`config.mk`:
```
export PLATFORM = sky130hd
export DESIGN_NAME = spi_slave
export DESIGN_NICKNAME = d
export VERILOG_FILES = /design/src/rtl/spi_pkg.sv /design/src/rtl/spi_sync.sv /design/src/rtl/spi_slave.sv
export SDC_FILE = /design/constraint.sdc
export NUM_CORES = 1
export LEC_CHECK = 0
export CAP_MARGIN = 20
export CORE_MARGIN = 3
export CORE_UTILIZATION = 49
export DETAILED_ROUTE_END_ITERATION = 16
export HOLD_SLACK_MARGIN = 0.03
export PLACE_DENSITY = 0.79
export SKIP_LAST_GASP = 1
export SLEW_MARGIN = 20
export SYNTH_ARGS = -nofsm -noshare
export SYNTH_HDL_FRONTEND = slang
export SYNTH_SLANG_ARGS = --single-unit
export TNS_END_PERCENT = 50
```
`constraint.sdc`:
```
create_clock -name clk -period 2.25 [get_ports clk]
set_input_delay 0.45 -clock clk [delete_from_list [all_inputs] [get_ports clk]]
set_output_delay 0.45 -clock clk [all_outputs]
set_load 0.05 [all_outputs]
```
`src/rtl/spi_pkg.sv`:
```
// Shared definitions for the SPI target engine: default sizing and FSM states.
package spi_pkg;

   localparam int SPI_DWIDTH      = 8;
   localparam int SPI_SYNC_STAGES = 2;

   typedef enum logic [1:0] {
      IDLE  = 2'd0,
      ARMED = 2'd1,
      SHIFT = 2'd2
   } spi_state_e;

endpackage

```
`src/rtl/spi_sync.sv`:
```
// Multi-flop synchronizer for one asynchronous SPI pin, with registered
// rise/fall pulses that coincide with the transition of level_o.
module spi_sync #(
   parameter int   STAGES  = 2,
   parameter logic RST_VAL = 1'b0
) (
   input  logic clk,
   input  logic rst,
   input  logic async_i,
   output logic level_o,
   output logic rise_o,
   output logic fall_o
);

   logic [STAGES-1:0] sync_q, sync_d;
   logic              prev_q, prev_d;
   logic              rise_q, rise_d;
   logic              fall_q, fall_d;

   // Shift the pin through the chain and compare the last two samples for edges.
   always_comb begin
      sync_d = {sync_q[STAGES-2:0], async_i};
      prev_d = sync_q[STAGES-1];
      rise_d = sync_q[STAGES-1] & ~prev_q;
      fall_d = ~sync_q[STAGES-1] & prev_q;
   end

   // Synchronizer and edge-pulse registers.
   always_ff @(posedge clk or negedge rst) begin
      if (!rst) begin
         sync_q <= {STAGES{RST_VAL}};
         prev_q <= RST_VAL;
         rise_q <= 1'b0;
         fall_q <= 1'b0;
      end else begin
         sync_q <= sync_d;
         prev_q <= prev_d;
         rise_q <= rise_d;
         fall_q <= fall_d;
      end
   end

   assign level_o = prev_q;
   assign rise_o  = rise_q;
   assign fall_o  = fall_q;

endmodule

```
`src/rtl/spi_slave.sv`:
```
// SPI target serial engine, CPOL=0 / CPHA=1, MSB first. MISO changes on sclk
// rise, MOSI is captured on sclk fall; one DWIDTH word exchanged per word slot.
module spi_slave
   import spi_pkg::*;
#(
   parameter int DWIDTH      = SPI_DWIDTH,
   parameter int SYNC_STAGES = SPI_SYNC_STAGES
) (
   input  logic              clk,
   input  logic              rst,
   input  logic              sclk,
   input  logic              ss_n,
   input  logic              mosi,
   output logic              miso,
   output logic              miso_oe,
   input  logic [DWIDTH-1:0] tx_data,
   input  logic              tx_valid,
   output logic              tx_ready,
   output logic [DWIDTH-1:0] rx_data,
   output logic              rx_valid,
   output logic              tx_underrun,
   output logic              busy
);

   localparam int                CNT_W    = (DWIDTH > 2) ? $clog2(DWIDTH) : 1;
   localparam logic [CNT_W-1:0]  LAST_BIT = CNT_W'(DWIDTH - 1);

   logic sclk_lvl, sclk_rise, sclk_fall;
   logic ss_lvl, ss_rise, ss_fall;
   logic mosi_lvl, mosi_rise, mosi_fall;
   logic unused_sync;

   spi_sync #(.STAGES(SYNC_STAGES), .RST_VAL(1'b0)) u_sync_sclk (
      .clk     (clk),
      .rst     (rst),
      .async_i (sclk),
      .level_o (sclk_lvl),
      .rise_o  (sclk_rise),
      .fall_o  (sclk_fall)
   );

   // Select resets deasserted so the engine never arms out of reset.
   spi_sync #(.STAGES(SYNC_STAGES), .RST_VAL(1'b1)) u_sync_ss (
      .clk     (clk),
      .rst     (rst),
      .async_i (ss_n),
      .level_o (ss_lvl),
      .rise_o  (ss_rise),
      .fall_o  (ss_fall)
   );

   spi_sync #(.STAGES(SYNC_STAGES), .RST_VAL(1'b0)) u_sync_mosi (
      .clk     (clk),
      .rst     (rst),
      .async_i (mosi),
      .level_o (mosi_lvl),
      .rise_o  (mosi_rise),
      .fall_o  (mosi_fall)
   );

   // Only sclk edges and the ss_n/mosi levels drive the engine.
   assign unused_sync = ^{sclk_lvl, ss_rise, ss_fall, mosi_rise, mosi_fall};

   spi_state_e               state_q, state_d;
   logic [CNT_W-1:0]         cnt_q, cnt_d;
   logic [DWIDTH-1:0]        tx_sr_q, tx_sr_d;
   logic [DWIDTH-2:0]        rx_sr_q, rx_sr_d;
   logic [DWIDTH-1:0]        rx_data_q, rx_data_d;
   logic                     rx_valid_q, rx_valid_d;
   logic                     tx_underrun_q, tx_underrun_d;
   logic                     miso_q, miso_d;
   logic                     busy_q, busy_d;
   logic [DWIDTH-1:0]        hold_q, hold_d;
   logic                     hold_full_q, hold_full_d;
   logic                     consume;
   logic [DWIDTH-1:0]        rx_word;

   assign rx_word = {rx_sr_q, mosi_lvl};

   // Next-state logic: select handling, word framing, shifting and holding buffer.
   always_comb begin
      state_d       = state_q;
      cnt_d         = cnt_q;
      tx_sr_d       = tx_sr_q;
      rx_sr_d       = rx_sr_q;
      rx_data_d     = rx_data_q;
      rx_valid_d    = 1'b0;
      tx_underrun_d = 1'b0;
      miso_d        = miso_q;
      busy_d        = ~ss_lvl;
      hold_d        = hold_q;
      hold_full_d   = hold_full_q;
      consume       = 1'b0;

      if (ss_lvl) begin
         // Deselect wins over any sclk edge; a partial word is dropped.
         state_d = IDLE;
         cnt_d   = '0;
         tx_sr_d = '0;
         rx_sr_d = '0;
         miso_d  = 1'b0;
      end else begin
         unique case (state_q)
            IDLE: begin
               state_d = ARMED;
            end
            ARMED: begin
               if (sclk_rise) begin
                  consume = 1'b1;
                  state_d = SHIFT;
                  if (hold_full_q) begin
                     {miso_d, tx_sr_d} = {hold_q, 1'b0};
                  end else begin
                     miso_d        = 1'b0;
                     tx_sr_d       = '0;
                     tx_underrun_d = 1'b1;
                  end
               end
            end
            SHIFT: begin
               if (sclk_rise) begin
                  {miso_d, tx_sr_d} = {tx_sr_q, 1'b0};
               end else if (sclk_fall) begin
                  rx_sr_d = rx_word[DWIDTH-2:0];
                  cnt_d   = cnt_q + 1'b1;
                  if (cnt_q == LAST_BIT) begin
                     rx_data_d  = rx_word;
                     rx_valid_d = 1'b1;
                     cnt_d      = '0;
                     state_d    = ARMED;
                  end
               end
            end
            default: begin
               state_d = IDLE;
            end
         endcase
      end

      // Word start empties the buffer first, so a same-cycle load is kept for the next word.
      if (consume) begin
         hold_full_d = 1'b0;
      end
      if (tx_valid && !hold_full_q) begin
         hold_full_d = 1'b1;
         hold_d      = tx_data;
      end
   end

   // State and datapath registers.
   always_ff @(posedge clk or negedge rst) begin
      if (!rst) begin
         state_q       <= IDLE;
         cnt_q         <= '0;
         tx_sr_q       <= '0;
         rx_sr_q       <= '0;
         rx_data_q     <= '0;
         rx_valid_q    <= 1'b0;
         tx_underrun_q <= 1'b0;
         miso_q        <= 1'b0;
         busy_q        <= 1'b0;
         hold_q        <= '0;
         hold_full_q   <= 1'b0;
      end else begin
         state_q       <= state_d;
         cnt_q         <= cnt_d;
         tx_sr_q       <= tx_sr_d;
         rx_sr_q       <= rx_sr_d;
         rx_data_q     <= rx_data_d;
         rx_valid_q    <= rx_valid_d;
         tx_underrun_q <= tx_underrun_d;
         miso_q        <= miso_d;
         busy_q        <= busy_d;
         hold_q        <= hold_d;
         hold_full_q   <= hold_full_d;
      end
   end

   assign miso        = miso_q & busy_q;
   assign miso_oe     = busy_q;
   assign tx_ready    = ~hold_full_q;
   assign rx_data     = rx_data_q;
   assign rx_valid    = rx_valid_q;
   assign tx_underrun = tx_underrun_q;
   assign busy        = busy_q;

endmodule

```
* Yosys cells after proc, flatten, opt, wreduce, memory -nomap -nowiden
Index checks and enable logic that the tools add are counted.
** Word-level totals
- Register bits :: 52
- Bits of input ports :: 14
- Output and inout port bits :: 14
- Word-level logic and storage cells :: 87
** Operators by class
- Add/sub/neg operators :: 1
- Eq/ne operators :: 9
- Muxes and demuxes :: 39
- Bitwise operators :: 8
- Reductions and logical operators :: 11
** Operators with widths (number)
- 2-to-1 mux 8 bit :: 4
- 2-to-1 mux 7 bit :: 4
- 2-to-1 mux 1 bit :: 18
- one-hot mux 8 bit (2 select lines) :: 1
- 2-to-1 mux 3 bit :: 5
- 2-to-1 mux 2 bit :: 5
- inequality test 3 x 1 -> 1 bit, second input constant :: 3
- inequality test 3 x 2 -> 1 bit, second input constant :: 2
- one-hot mux 2 bit (3 select lines) :: 1
- AND reduction 3 bit :: 2
- nonzero test 2 bit :: 3
- inverter 1 bit :: 5
- AND reduction 5 bit :: 1
- AND reduction 4 bit :: 1
- adder 3 x 1 -> 3 bit, second input constant :: 1
- AND 1 bit :: 3
- == test 3 bit, second input constant :: 1
- nonzero test 3 bit :: 1
- == test 2 x 1 -> 1 bit, second input constant :: 1
- == test 2 bit, second input constant :: 1
- logical NOT 2 bit :: 1
- inequality test 2 x 1 -> 1 bit, second input constant :: 1
- one-hot mux 1 bit (2 select lines) :: 1
- logical AND 1 bit :: 1
- logical NOT 1 bit :: 1

* Depth between registers and ports, before layout
Gate-level depths: netlist (run 1).
- Word-level depth :: 6
- Gate-level depth with buffers :: 7
- Mapped depth without buffers :: 5

* By module
A second synthesis (run 1) with hierarchy kept.
** Second synthesis, totals
- Cells, all modules :: 158
- Area, all modules :: 2152.1 um^2
** Modules (own cells, without submodules)
- spi_slave :: times used 1, cells each 137, area an instance 1727.9 um^2
- spi_sync at u_sync_mosi ... :: times used 2, cells each 7, area an instance 140.1 um^2
- spi_sync at u_sync_ss :: times used 1, cells each 7, area an instance 143.9 um^2

* Least setup slack after synthesis (run 1)
No wires, ideal clock.
- Kind :: reg2reg
- Start :: register state_q[0]
- End :: register rx_data_q[0], in the netlist rx_data[0]
- Library setup time :: 0.125 ns
- Arrival :: 1.521 ns
- Slack :: 0.604 ns
- Stages on the path, launching flop included :: 8
- Buffers on the path :: 2
- Clock period less this slack :: 1.646 ns
- Path through :: dfrtp_1 -> inv_1 -> ha_1 -> and2b_1 -> buf_6 -> nor2b_4 -> buf_6 -> mux2_4
** Between the ends
- Longest elaborated chain between the ends :: 2
** RTL lines
- from (decl) :: RTL line spi_slave.sv:64 : spi_state_e state_q, state_d;
- from (signal assigned) :: RTL line spi_slave.sv:165 : state_q <= state_d;
- == test 2 bit :: RTL line spi_slave.sv:103 : unique case (state_q)
- AND reduction 5 bit (no source line)
- to (signal assigned) :: RTL line spi_slave.sv:169 : rx_data_q <= rx_data_d;
- to (decl) :: RTL line spi_slave.sv:68 : logic [DWIDTH-1:0] rx_data_q, rx_data_d;
Every way passes these cells.
A chain may end at the register's enable or synchronous reset.

* Worst setup path after layout (run 1)
- Start :: register hold_full_q
- End :: output port tx_ready
** Between the ends
- Longest elaborated chain between the ends :: 1
** RTL lines
- from (decl) :: RTL line spi_slave.sv:74 : logic hold_full_q, hold_full_d;
- from (signal assigned) :: RTL line spi_slave.sv:175 : hold_full_q <= hold_full_d;
- inverter 1 bit :: RTL line spi_slave.sv:181 : assign tx_ready = ~hold_full_q;
- to (decl) :: RTL line spi_slave.sv:18 : output logic tx_ready,
Every way passes these cells.

==> run summary, run 1 <==
status: finished, final reports clean
detailed router's first-iteration violation count: 42
Rows: 23
reg-to-reg slack, setup: 0.24 ns
Ys Warns: 0
Post-synth top flop: dfrtp_1
worst r2r src: state_q[0]$_DFFE_PN0P_
Worst Reg2Reg Path Length in Cells: 5
syn_area_per_cell: 15.1 um^2
Unique masters post-synth: 33
final worst path period share: 91.0%
Post-synth EDFFs: 0
core area: 0.00406 mm^2
Die Area: 0.00508 mm^2
VDD IR max: 455 uV
Pleak: 1.16 nW
DRC Markers: 0
routed vias/inst: 5.39
routed length per instance: 15.0 um
CTS Hold Buffers Added: 0
root buffer cell: clkbuf_8
largest net degree at the start of global routing: 28
busiest layer in global routing: met2
M3 GR Usage: 5.19%
post-route ant nets: 0
fmax: 489 MHz
routed wire length: 3290 um
initial antenna violation count: 0
sequential area share after synthesis: 61.3%
CTS tree: built
clock sinks: 51
HPWL after DPL: 2330 um
Synth Register Bits: 51
Worst setup EP type: output port
total CTS buffers: 5
number of primary I/O pins: 28
vias: 1185
postcts setup bufs: 0
clock skew: 0.00369 ns
Area after DPL: 0.00240 mm^2
Max Slew Vio Count: 0
H-tree Lvls: 2
CP arrival: 1.60 ns
first-pass GRT wire length: 6090 um
Placer Congestion: 0.817
setup TNS: 0 ns
CTS resizes: 0
multi-input logic area: 736 um^2
Design Area, Final: 0.00252 mm^2
Starting Density: 51.5%
Setup Viol. Count Final: 0
Rel. slew slack: 62.3%
max-cap violations: 0
worst slew pin tran: 0.565 ns
chip width: 71.3 um
share of cells above drive strength 1: 20.0%
post-synthesis cell count: 138
Global Route Usage Sum: 15.2%
port bufs: 27
vias in the first global route: 1267
Register Area: 0.00128 mm^2
RSZ-0062 raised after global routing: no
fin crit period: 2.05 ns
critical path type: flop to output port
Hold/Removal Path Class: input port to async pin
PwrDens: 864 mW/mm^2
Netlist Area Pre-Place: 0.00209 mm^2
Area growth syn-to-layout: 20.5%
GR Overflow Total: 0
ys async rst share: 100%
met1 Use GR: 20.2%
CTS Buffer Depth: 2
Fill cells: 293
syn_nets: 158
n_diodes: 0
nets: 189
worst reg2reg endpoint: rx_data[4]$_DFFE_PN0P_
met2 usage: 23.3%
worst skew pair latency: 0.30 ns
1st-pass router iterations: 4
Worst-path clk slew: 0.09 ns
Critical Path Start Type: flop
Crit path required time: 1.80 ns
Final Hold Vio Count: 0
die height: 71.3 um
critical path fanouts, max: 5
-- metrics by stage --
stage	cells	util [%]	hold WS [ns]	setup slack, ns	power (mW)
6_report	220	62.1	0.126	0.203	2.18
5_1_grt	220	62.1	0.159	0.116	2.30
4_1_cts	220	62.1	0.146	0.188	2.20
3_5_place_dp	212	59.2	0.336	0.246	1.56
3_3_place_gp	212	59.2	0.334	0.382	1.53
2_1_floorplan	138	-	0.154	0.604	1.42
-- state kept, by name (all words and copies together) (netlist names), 2 cells and up --
| signal | cells |
|---|---|
| u_sync_sclk.sync_q | 2 |
| state_q | 2 |
| u_sync_mosi.sync_q | 2 |
| rx_sr_q | 7 |
| tx_sr_q | 7 |
| hold_q | 8 |
| rx_data | 8 |
| cnt_q | 3 |
| u_sync_ss.sync_q | 2 |
-- area by class of cell --
type | instances | area share [%]
Clock buffer | 6 | 3.28
Clock inverter | 2 | 1.39
Inverter | 6 | 0.894
Multi-Input combinational cell | 75 | 29.2
Sequential cell | 51 | 50.8
Tap cell | 50 | 2.48
Timing Repair Buffer | 30 | 11.9
-- critical path, cell delays in order (launching register included) --
cell and delay (ns):
dfrtp_1 0.43, inv_1 0.07, clkdlybuf4s50_1 0.79
-- cells in the final DEF, fill, tap and decap left out --
cell / n
dfrtp_1: 48
clkdlybuf4s50_1: 26
a22o_1: 16
mux2_1: 10
mux2_4: 9
inv_1: 6
mux2_2: 6
ha_1: 6
clkbuf_8: 6
nor2b_1: 3
nand2_1: 3
dfstp_2: 3
and2b_1: 2
nor2_1: 2
buf_4: 2
and2_1: 1
nor3_1: 1
nand3b_1: 1
nor3b_1: 1
nor4bb_1: 1
a31oi_2: 1
a21boi_1: 1
o32ai_1: 1
nor2b_4: 1
nor3b_2: 1
o21bai_1: 1
a21oi_4: 1
o21ai_0: 1
nand2b_1: 1
mux2i_1: 1
o21ai_1: 1
or3_1: 1
a21oi_1: 1
clkinv_2: 1
bufinv_16: 1
buf_2: 1
buf_12: 1
-- metal layers --
layer,wire length (um),share of wire [%]
met5,0,0
met4,57,1.7
met3,141,4.3
met2,1550,47
met1,1550,47
-- cells in the mapped netlist, types with 2 or more instances --
library cell  instances  share of area, %
a22o_1               16               6.7
dfrtp_1              48                57
nor2_1                2              0.36
nor2b_1               3              0.90
buf_6                 3               1.6
and2b_1               2              0.72
inv_1                 6               1.1
nand2_1               3              0.54
dfstp_2               3               3.8
buf_2                 2              0.48
ha_1                  6               3.6
mux2_2                6               3.2
mux2_1               10               5.4
mux2_4                9               6.5
-- where the power goes --
group / switching, mW / internal (mW)
clock network: 0.282 / 0.360
registers: 0.0899 / 1.07
logic: 0.177 / 0.199
total: 0.549 / 1.63
-- cells by family after synthesis --
| logic type | after synthesis | share of synthesized area (%) |
|---|---|---|
| simple gates | 19 | 6.11 |
| buf+inv | 12 | 3.53 |
| mux | 26 | 15.6 |
| flops | 51 | 61.3 |
| fa+ha+maj | 6 | 3.59 |
| compound gates | 24 | 9.94 |
-- how the worst max path moves through the flow --
stage | from | endpoint | slack [ns]
after floorplan | state_q[0]$_DFFE_PN0P_ | rx_data[0]$_DFFE_PN0P_ | 0.60
after global placement | state_q[0]$_DFFE_PN0P_ | rx_data[7]$_DFFE_PN0P_ | 0.38
after detailed placement | state_q[0]$_DFFE_PN0P_ | rx_data[3]$_DFFE_PN0P_ | 0.25
after CTS | hold_full_q$_DFFE_PN0P_ | tx_ready | 0.19
after global routing | state_q[0]$_DFFE_PN0P_ | rx_data[4]$_DFFE_PN0P_ | 0.12
final | hold_full_q$_DFFE_PN0P_ | tx_ready | 0.20
No activity file was read; power rests on OpenSTA's default activity.
==> inputs of run 2 (changes only) <==
--- a/config.mk
+++ b/config.mk
@@ -6,7 +6,7 @@
 export NUM_CORES = 1
 export LEC_CHECK = 0
 export CAP_MARGIN = 20
-export CORE_MARGIN = 3
+export CORE_MARGIN = 8
 export CORE_UTILIZATION = 49
 export DETAILED_ROUTE_END_ITERATION = 16
 export HOLD_SLACK_MARGIN = 0.03
==> run 2 against run 1 <==
Combinational power rose by 2%. Critical path depth did not move. Core utilization fell by 0.43 points. First-iteration DRC count rose by 57%. Sequential power barely moved. Sequential share of layout area rose by 0.36 points. Wire length rose by 11%. Critical endpoint unchanged.
==> run summary, run 2 (same netlist as run 1, synthesis figures left out) <==
DRC Markers: 0 (unchanged)
die height: 81.3 um (+14%)
Worst-path clk slew: 0.08 ns (about the same)
worst skew pair latency: 0.30 ns (about the same)
reg-to-reg slack, setup: 0.23 ns (about the same)
Max Slew Vio Count: 0 (unchanged)
Setup Viol. Count Final: 0 (unchanged)
Critical Path Start Type: flop
Util after Layout: 61.6% (-0.43 points)
core area: 0.00406 mm^2 (unchanged)
critical path type: flop to output port
largest net degree at the start of global routing: 29 (+3.6%)
Crit-path slowest cell: clkdlybuf4s50_1
Rows: 23 (unchanged)
clock share of power: 26.2% (-3.3 points)
Flop pwr share: 55.5% (+2.3 points)
fin crit period: 2.06 ns (+0.0120 ns)
Area growth syn-to-layout: 19.7%
Pleak: 1.15 nW (-0.83%)
Final Hold Vio Count: 0 (unchanged)
total CTS buffers: 5 (unchanged)
CTS Hold Buffers Added: 0 (unchanged)
PwrDens: 836 mW/mm^2 (-3.2%)
vias: 1193 (+0.68%)
final worst path period share: 91.5% (+0.53 points)
Crit path required time: 1.80 ns (about the same)
M1 wire length: 1600 um (+3.6%)
Die Area: 0.00661 mm^2 (+30%)
critical path fanouts, max: 5 (unchanged)
chip width: 81.3 um (+14%)
Comb pwr share: 18.3% (+1.0 points)
vias in the first global route: 1324 (+4.5%)
postcts setup bufs: 0 (unchanged)
Fill cells: 303 (+3.4%)
Rel. slew slack: 63.6% (+1.3 points)
CTS resizes: 0 (unchanged)
commonest non-fill, non-tap cell in the layout: dfrtp_1
routed wire length: 3650 um (+11%)
Crit path max-delay family: buffers and inverters
clock sinks: 51 (unchanged)
n_diodes: 0 (unchanged)
worst reg2reg endpoint: rx_data[7]$_DFFE_PN0P_
max-cap violations: 0 (unchanged)
Design Area, Final: 0.00250 mm^2 (-0.70%)
Net Sw Frac: 26.0% (+0.73 points)
metal3 WL: 170 um (+21%)
worst r2r src: state_q[0]$_DFFE_PN0P_
Final WS setup: 0.191 ns (-0.0120 ns)
Starting Density: 51.5% (unchanged)
RSZ-0062 raised after global routing: no
DR top layer: met4
H-tree Lvls: 2 (unchanged)
Worst setup EP type: output port
Net Switching: 0.543 mW (-1.1%)
clock skew: 0.00599 ns (+0.00230 ns)
status: finished, final reports clean
GR Overflow Total: 0 (unchanged)
initial antenna violation count: 0 (unchanged)
Buf+Inv Stages, Crit Path: 2 (unchanged)
VDD IR max: 537 uV (+18%)
first-pass GRT wire length: 6240 um (+2.5%)
crit-path cells: inv_1, clkdlybuf4s50_1
CTS tree: built
Place WS: 0.272 ns (+0.0258 ns)
Area after DPL: 0.00240 mm^2 (unchanged)
CP arrival: 1.61 ns (about the same)
number of primary I/O pins: 28 (unchanged)
Hold/Removal Path Class: input port to async pin
Placer Congestion: 0.860 (+5.2%)
worst slew pin tran: 0.545 ns (-0.0200 ns)
CP Depth: 2 (unchanged)
internal power: 1.55 mW (-4.8%)
routed length per instance: 16.6 um (+11%)
post-route ant nets: 0 (unchanged)
CTS Buffer Depth: 2 (unchanged)
Design Power: 2.09 mW (-3.9%)
commonest cells after routing, fill and taps aside: dfrtp_1 (48), clkdlybuf4s50_1 (26), a22o_1 (16), mux2_1 (10), mux2_4 (9)
port bufs: 27 (unchanged)
max incr delay on CP: 0.80 ns (about the same)
1st-pass router iterations: 4 (unchanged)
HPWL after DPL: 2660 um (+14%)
detailed router's first-iteration violation count: 66 (+57%)
nets: 189 (unchanged)
routed vias/inst: 5.42 (+0.68%)
setup TNS: 0 ns (unchanged)
share of cells above drive strength 1: 19.4% (-0.59 points)
Global Route Usage Sum: 12.4% (-2.8 points)
metal2 WL: 1810 um (+17%)
fmax: 486 MHz (-0.58%)
Worst Reg2Reg Path Length in Cells: 5 (unchanged)
root buffer cell: clkbuf_8
[run 2: changes by cell type in the layout (fill, tap and decap cells not counted)]
cell and delta:
bufinv_16 -1, clkbuf_1 +1, clkbuf_8 +1, clkinv_2 -1
[run 2: worst max-delay path by stage]
stage | endpoint | start
finish | tx_ready | hold_full_q$_DFFE_PN0P_
global route | miso | busy$_DFF_PN0_
CTS | tx_ready | hold_full_q$_DFFE_PN0P_
detailed placement | rx_data[3]$_DFFE_PN0P_ | state_q[0]$_DFFE_PN0P_
global placement | rx_data[0]$_DFFE_PN0P_ | state_q[0]$_DFFE_PN0P_
floorplan | rx_data[0]$_DFFE_PN0P_ | state_q[0]$_DFFE_PN0P_
[run 2: cell type report]
| class | instances | area, um^2 | share of cell area [%] |
|---|---|---|---|
| inverters | 6 | 22.5 | 0.900 |
| clock buffers | 8 | 100 | 4.00 |
| multi-input cells | 75 | 736 | 29.4 |
| repair buffers | 30 | 300 | 12.0 |
| well taps | 50 | 62.6 | 2.50 |
| flip-flops and latches | 51 | 1280 | 51.2 |
[run 2: worst reg2reg max path, delay by kind of cell (launching register included)]
family | cells | cell delay (ns)
buffers and inverters | 1 | 0.13
adders and majority gates | 1 | 0.29
and+or+nand+nor | 2 | 0.75
muxes | 1 | 0.34
DFF | 1 | 0.41
[run 2: layer usage]
metal	GRT usage (%)	vias up
met1	14.7	605
met5	0	-
met3	4.19	9
met2	19.3	28
li1	-	551
met4	6.79	0
[run 2: power by group through the flow]
stage                     clock [mW]  combinational, mW  sequential, mW
final                          0.549              0.382            1.16
after global routing           0.615              0.422            1.18
after CTS                      0.575              0.390            1.16
after detailed placement           0              0.389            1.18
after global placement             0              0.366            1.17
after floorplan                    0              0.277            1.15
[run 2: per-stage QoR]
stage / hold slack (ns) / std cells
4_1_cts: 0.133 / 220
3_5_place_dp: 0.335 / 212
5_1_grt: 0.151 / 220
3_3_place_gp: 0.334 / 212
6_report: 0.125 / 220
2_1_floorplan: 0.154 / 138
==> inputs of run 3 (changes only) <==
--- a/config.mk
+++ b/config.mk
@@ -6,7 +6,7 @@
 export NUM_CORES = 1
 export LEC_CHECK = 0
 export CAP_MARGIN = 20
-export CORE_MARGIN = 8
+export CORE_MARGIN = 5
 export CORE_UTILIZATION = 49
 export DETAILED_ROUTE_END_ITERATION = 16
 export HOLD_SLACK_MARGIN = 0.03
==> constraint.sdc (replaced) <==
create_clock -name clk -period 2 [get_ports clk]
set_input_delay 0.4 -clock clk [delete_from_list [all_inputs] [get_ports clk]]
set_output_delay 0.4 -clock clk [all_outputs]
set_load 0.05 [all_outputs]
==> run 3 against run 2 <==
Sequential power up 12%. Worst setup slack got worse by 0.079 ns. Count of clock-buffer cells in the layout unchanged. Global-route usage up 1.4 points. Die area decreased by 14%. Cell count is 0.45% higher. Power increased by 12%. Register-to-register slack lost 0.04 ns. Non-clock buffer count increased by 1. Largest cell class unchanged. Largest power group unchanged.
==> run summary, run 3 (same netlist as run 1, synthesis figures left out) <==
status: finished, final reports clean
Starting Density: 51.5% (unchanged)
total CTS buffers: 5 (unchanged)
setup TNS: 0 ns (unchanged)
chip width: 75.3 um (-7.4%)
CTS Buffer Depth: 2 (unchanged)
Register Area: 0.00128 mm^2 (unchanged)
number of primary I/O pins: 28 (unchanged)
Global Route Usage Sum: 13.8% (+1.4 points)
detailed router's first-iteration violation count: 72 (+9.1%)
critical path type: flop to output port
port bufs: 27 (unchanged)
core area: 0.00406 mm^2 (unchanged)
first-pass GRT wire length: 5790 um (-7.2%)
commonest cells after routing, fill and taps aside: dfrtp_1 (48), clkdlybuf4s50_1 (24), a22o_1 (16), mux2_1 (10), mux2_4 (9)
root buffer cell: clkbuf_8
crit-path cells: clkdlybuf4s50_1
initial antenna violation count: 0 (unchanged)
Hold/Removal Path Class: input port to async pin
largest net degree at the start of global routing: 52 (+79%)
PwrDens: 939 mW/mm^2 (+12%)
Area after DPL: 0.00240 mm^2 (+0.10%)
Max Slew Vio Count: 0 (unchanged)
1st-pass router iterations: 4 (unchanged)
HPWL after DPL: 2380 um (-11%)
postcts setup bufs: 0 (unchanged)
Crit path required time: 1.60 ns (-0.20 ns)
DRC Markers: 0 (unchanged)
Setup Viol. Count Final: 0 (unchanged)
nets: 190 (+0.53%)
worst r2r src: state_q[0]$_DFFE_PN0P_
Area growth syn-to-layout: 19.8% (about the same)
Buf+Inv Stages, Crit Path: 1 (-1)
Design Area, Final: 0.00250 mm^2 (about the same)
worst skew pair latency: 0.30 ns (about the same)
GR Overflow Total: 0 (unchanged)
Die Area: 0.00567 mm^2 (-14%)
clock skew: 0.00858 ns (+0.00260 ns)
n_diodes: 0 (unchanged)
Rel. slew slack: 61.9% (-1.7 points)
routed wire length: 3360 um (-8.0%)
CTS tree: built
Final WS setup: 0.112 ns (-0.0786 ns)
share of cells above drive strength 1: 21.1% (+1.6 points)
die height: 75.3 um (-7.4%)
Design Power: 2.35 mW (+12%)
Final Hold Vio Count: 0 (unchanged)
final worst path period share: 94.4%
Critical Path Start Type: flop
Worst-path clk slew: 0.09 ns (about the same)
worst slew pin tran: 0.569 ns (+0.0236 ns)
Crit-path slowest cell: clkdlybuf4s50_1
fin crit period: 1.89 ns
Worst Reg2Reg Path Length in Cells: 5 (unchanged)
vias: 1181 (-1.0%)
CTS resizes: 0 (unchanged)
max-cap violations: 0 (unchanged)
vias in the first global route: 1237 (-6.6%)
Worst Setup SP: rx_data[0]$_DFFE_PN0P_
Pleak: 1.16 nW (+0.77%)
VDD IR max: 500 uV (-6.9%)
RSZ-0062 raised after global routing: no
CTS Hold Buffers Added: 0 (unchanged)
Place WS: 0.249 ns (-0.0225 ns)
routed length per instance: 15.2 um (-8.4%)
fmax: 530 MHz
Fill cells: 297 (-2.0%)
Rows: 23 (unchanged)
critical path fanouts, max: 2 (-3)
multi-input logic area: 736 um^2 (unchanged)
routed vias/inst: 5.34 (-1.5%)
Placer Congestion: 0.836 (-2.7%)
CP arrival: 1.49 ns (-0.12 ns)
Worst setup EP type: output port
max incr delay on CP: 0.83 ns (+0.03 ns)
Crit path max-delay family: buffers and inverters
worst reg2reg endpoint: rx_data[1]$_DFFE_PN0P_
clock sinks: 51 (unchanged)
commonest non-fill, non-tap cell in the layout: dfrtp_1
post-route ant nets: 0 (unchanged)
H-tree Lvls: 2 (unchanged)
reg-to-reg slack, setup: 0.19 ns (-0.04 ns)
[run 3: layout make-up]
| type | instances | area share [%] |
|---|---|---|
| inverters | 6 | 0.900 |
| clock buffers | 8 | 4.00 |
| well taps | 50 | 2.50 |
| flip-flops and latches | 51 | 51.1 |
| repair buffers | 31 | 12.1 |
| multi-input cells | 75 | 29.4 |
[run 3: how the worst max path moves through the flow]
stage | cells after the start | endpoint | slack, ns
4_1_cts | 1 | rx_data[0] | 0.10
2_1_floorplan | 7 | rx_data[0]$_DFFE_PN0P_ | 0.35
3_5_place_dp | 5 | rx_data[3]$_DFFE_PN0P_ | 0.25
5_1_grt | 1 | rx_data[0] | 0.06
6_report | 1 | rx_data[0] | 0.11
3_3_place_gp | 5 | rx_data[1]$_DFFE_PN0P_ | 0.32
[run 3: through the flow]
step           hold WS (ns)  util [%]  cells
5_1_grt              0.0809      61.7    221
2_1_floorplan         0.104         -    138
6_report             0.0678      61.7    221
4_1_cts              0.0733      61.7    221
3_3_place_gp          0.334      59.2    213
3_5_place_dp          0.343      59.2    213
[run 3: power breakdown]
| part | leakage [nW] | switching (mW) | internal [mW] |
|---|---|---|---|
| registers | 0.655 | 0.0986 | 1.20 |
| clock network | 0.0515 | 0.307 | 0.316 |
| logic | 0.454 | 0.207 | 0.221 |
| total | 1.16 | 0.612 | 1.74 |
[run 3: layer usage]
metal	share of wire, %	vias to the layer above	track usage [%]
li1	-	549	-
met5	0	-	0
met4	2.9	0	6.60
met3	4.6	11	4.35
met2	48	26	21.1
met1	44	595	18.0
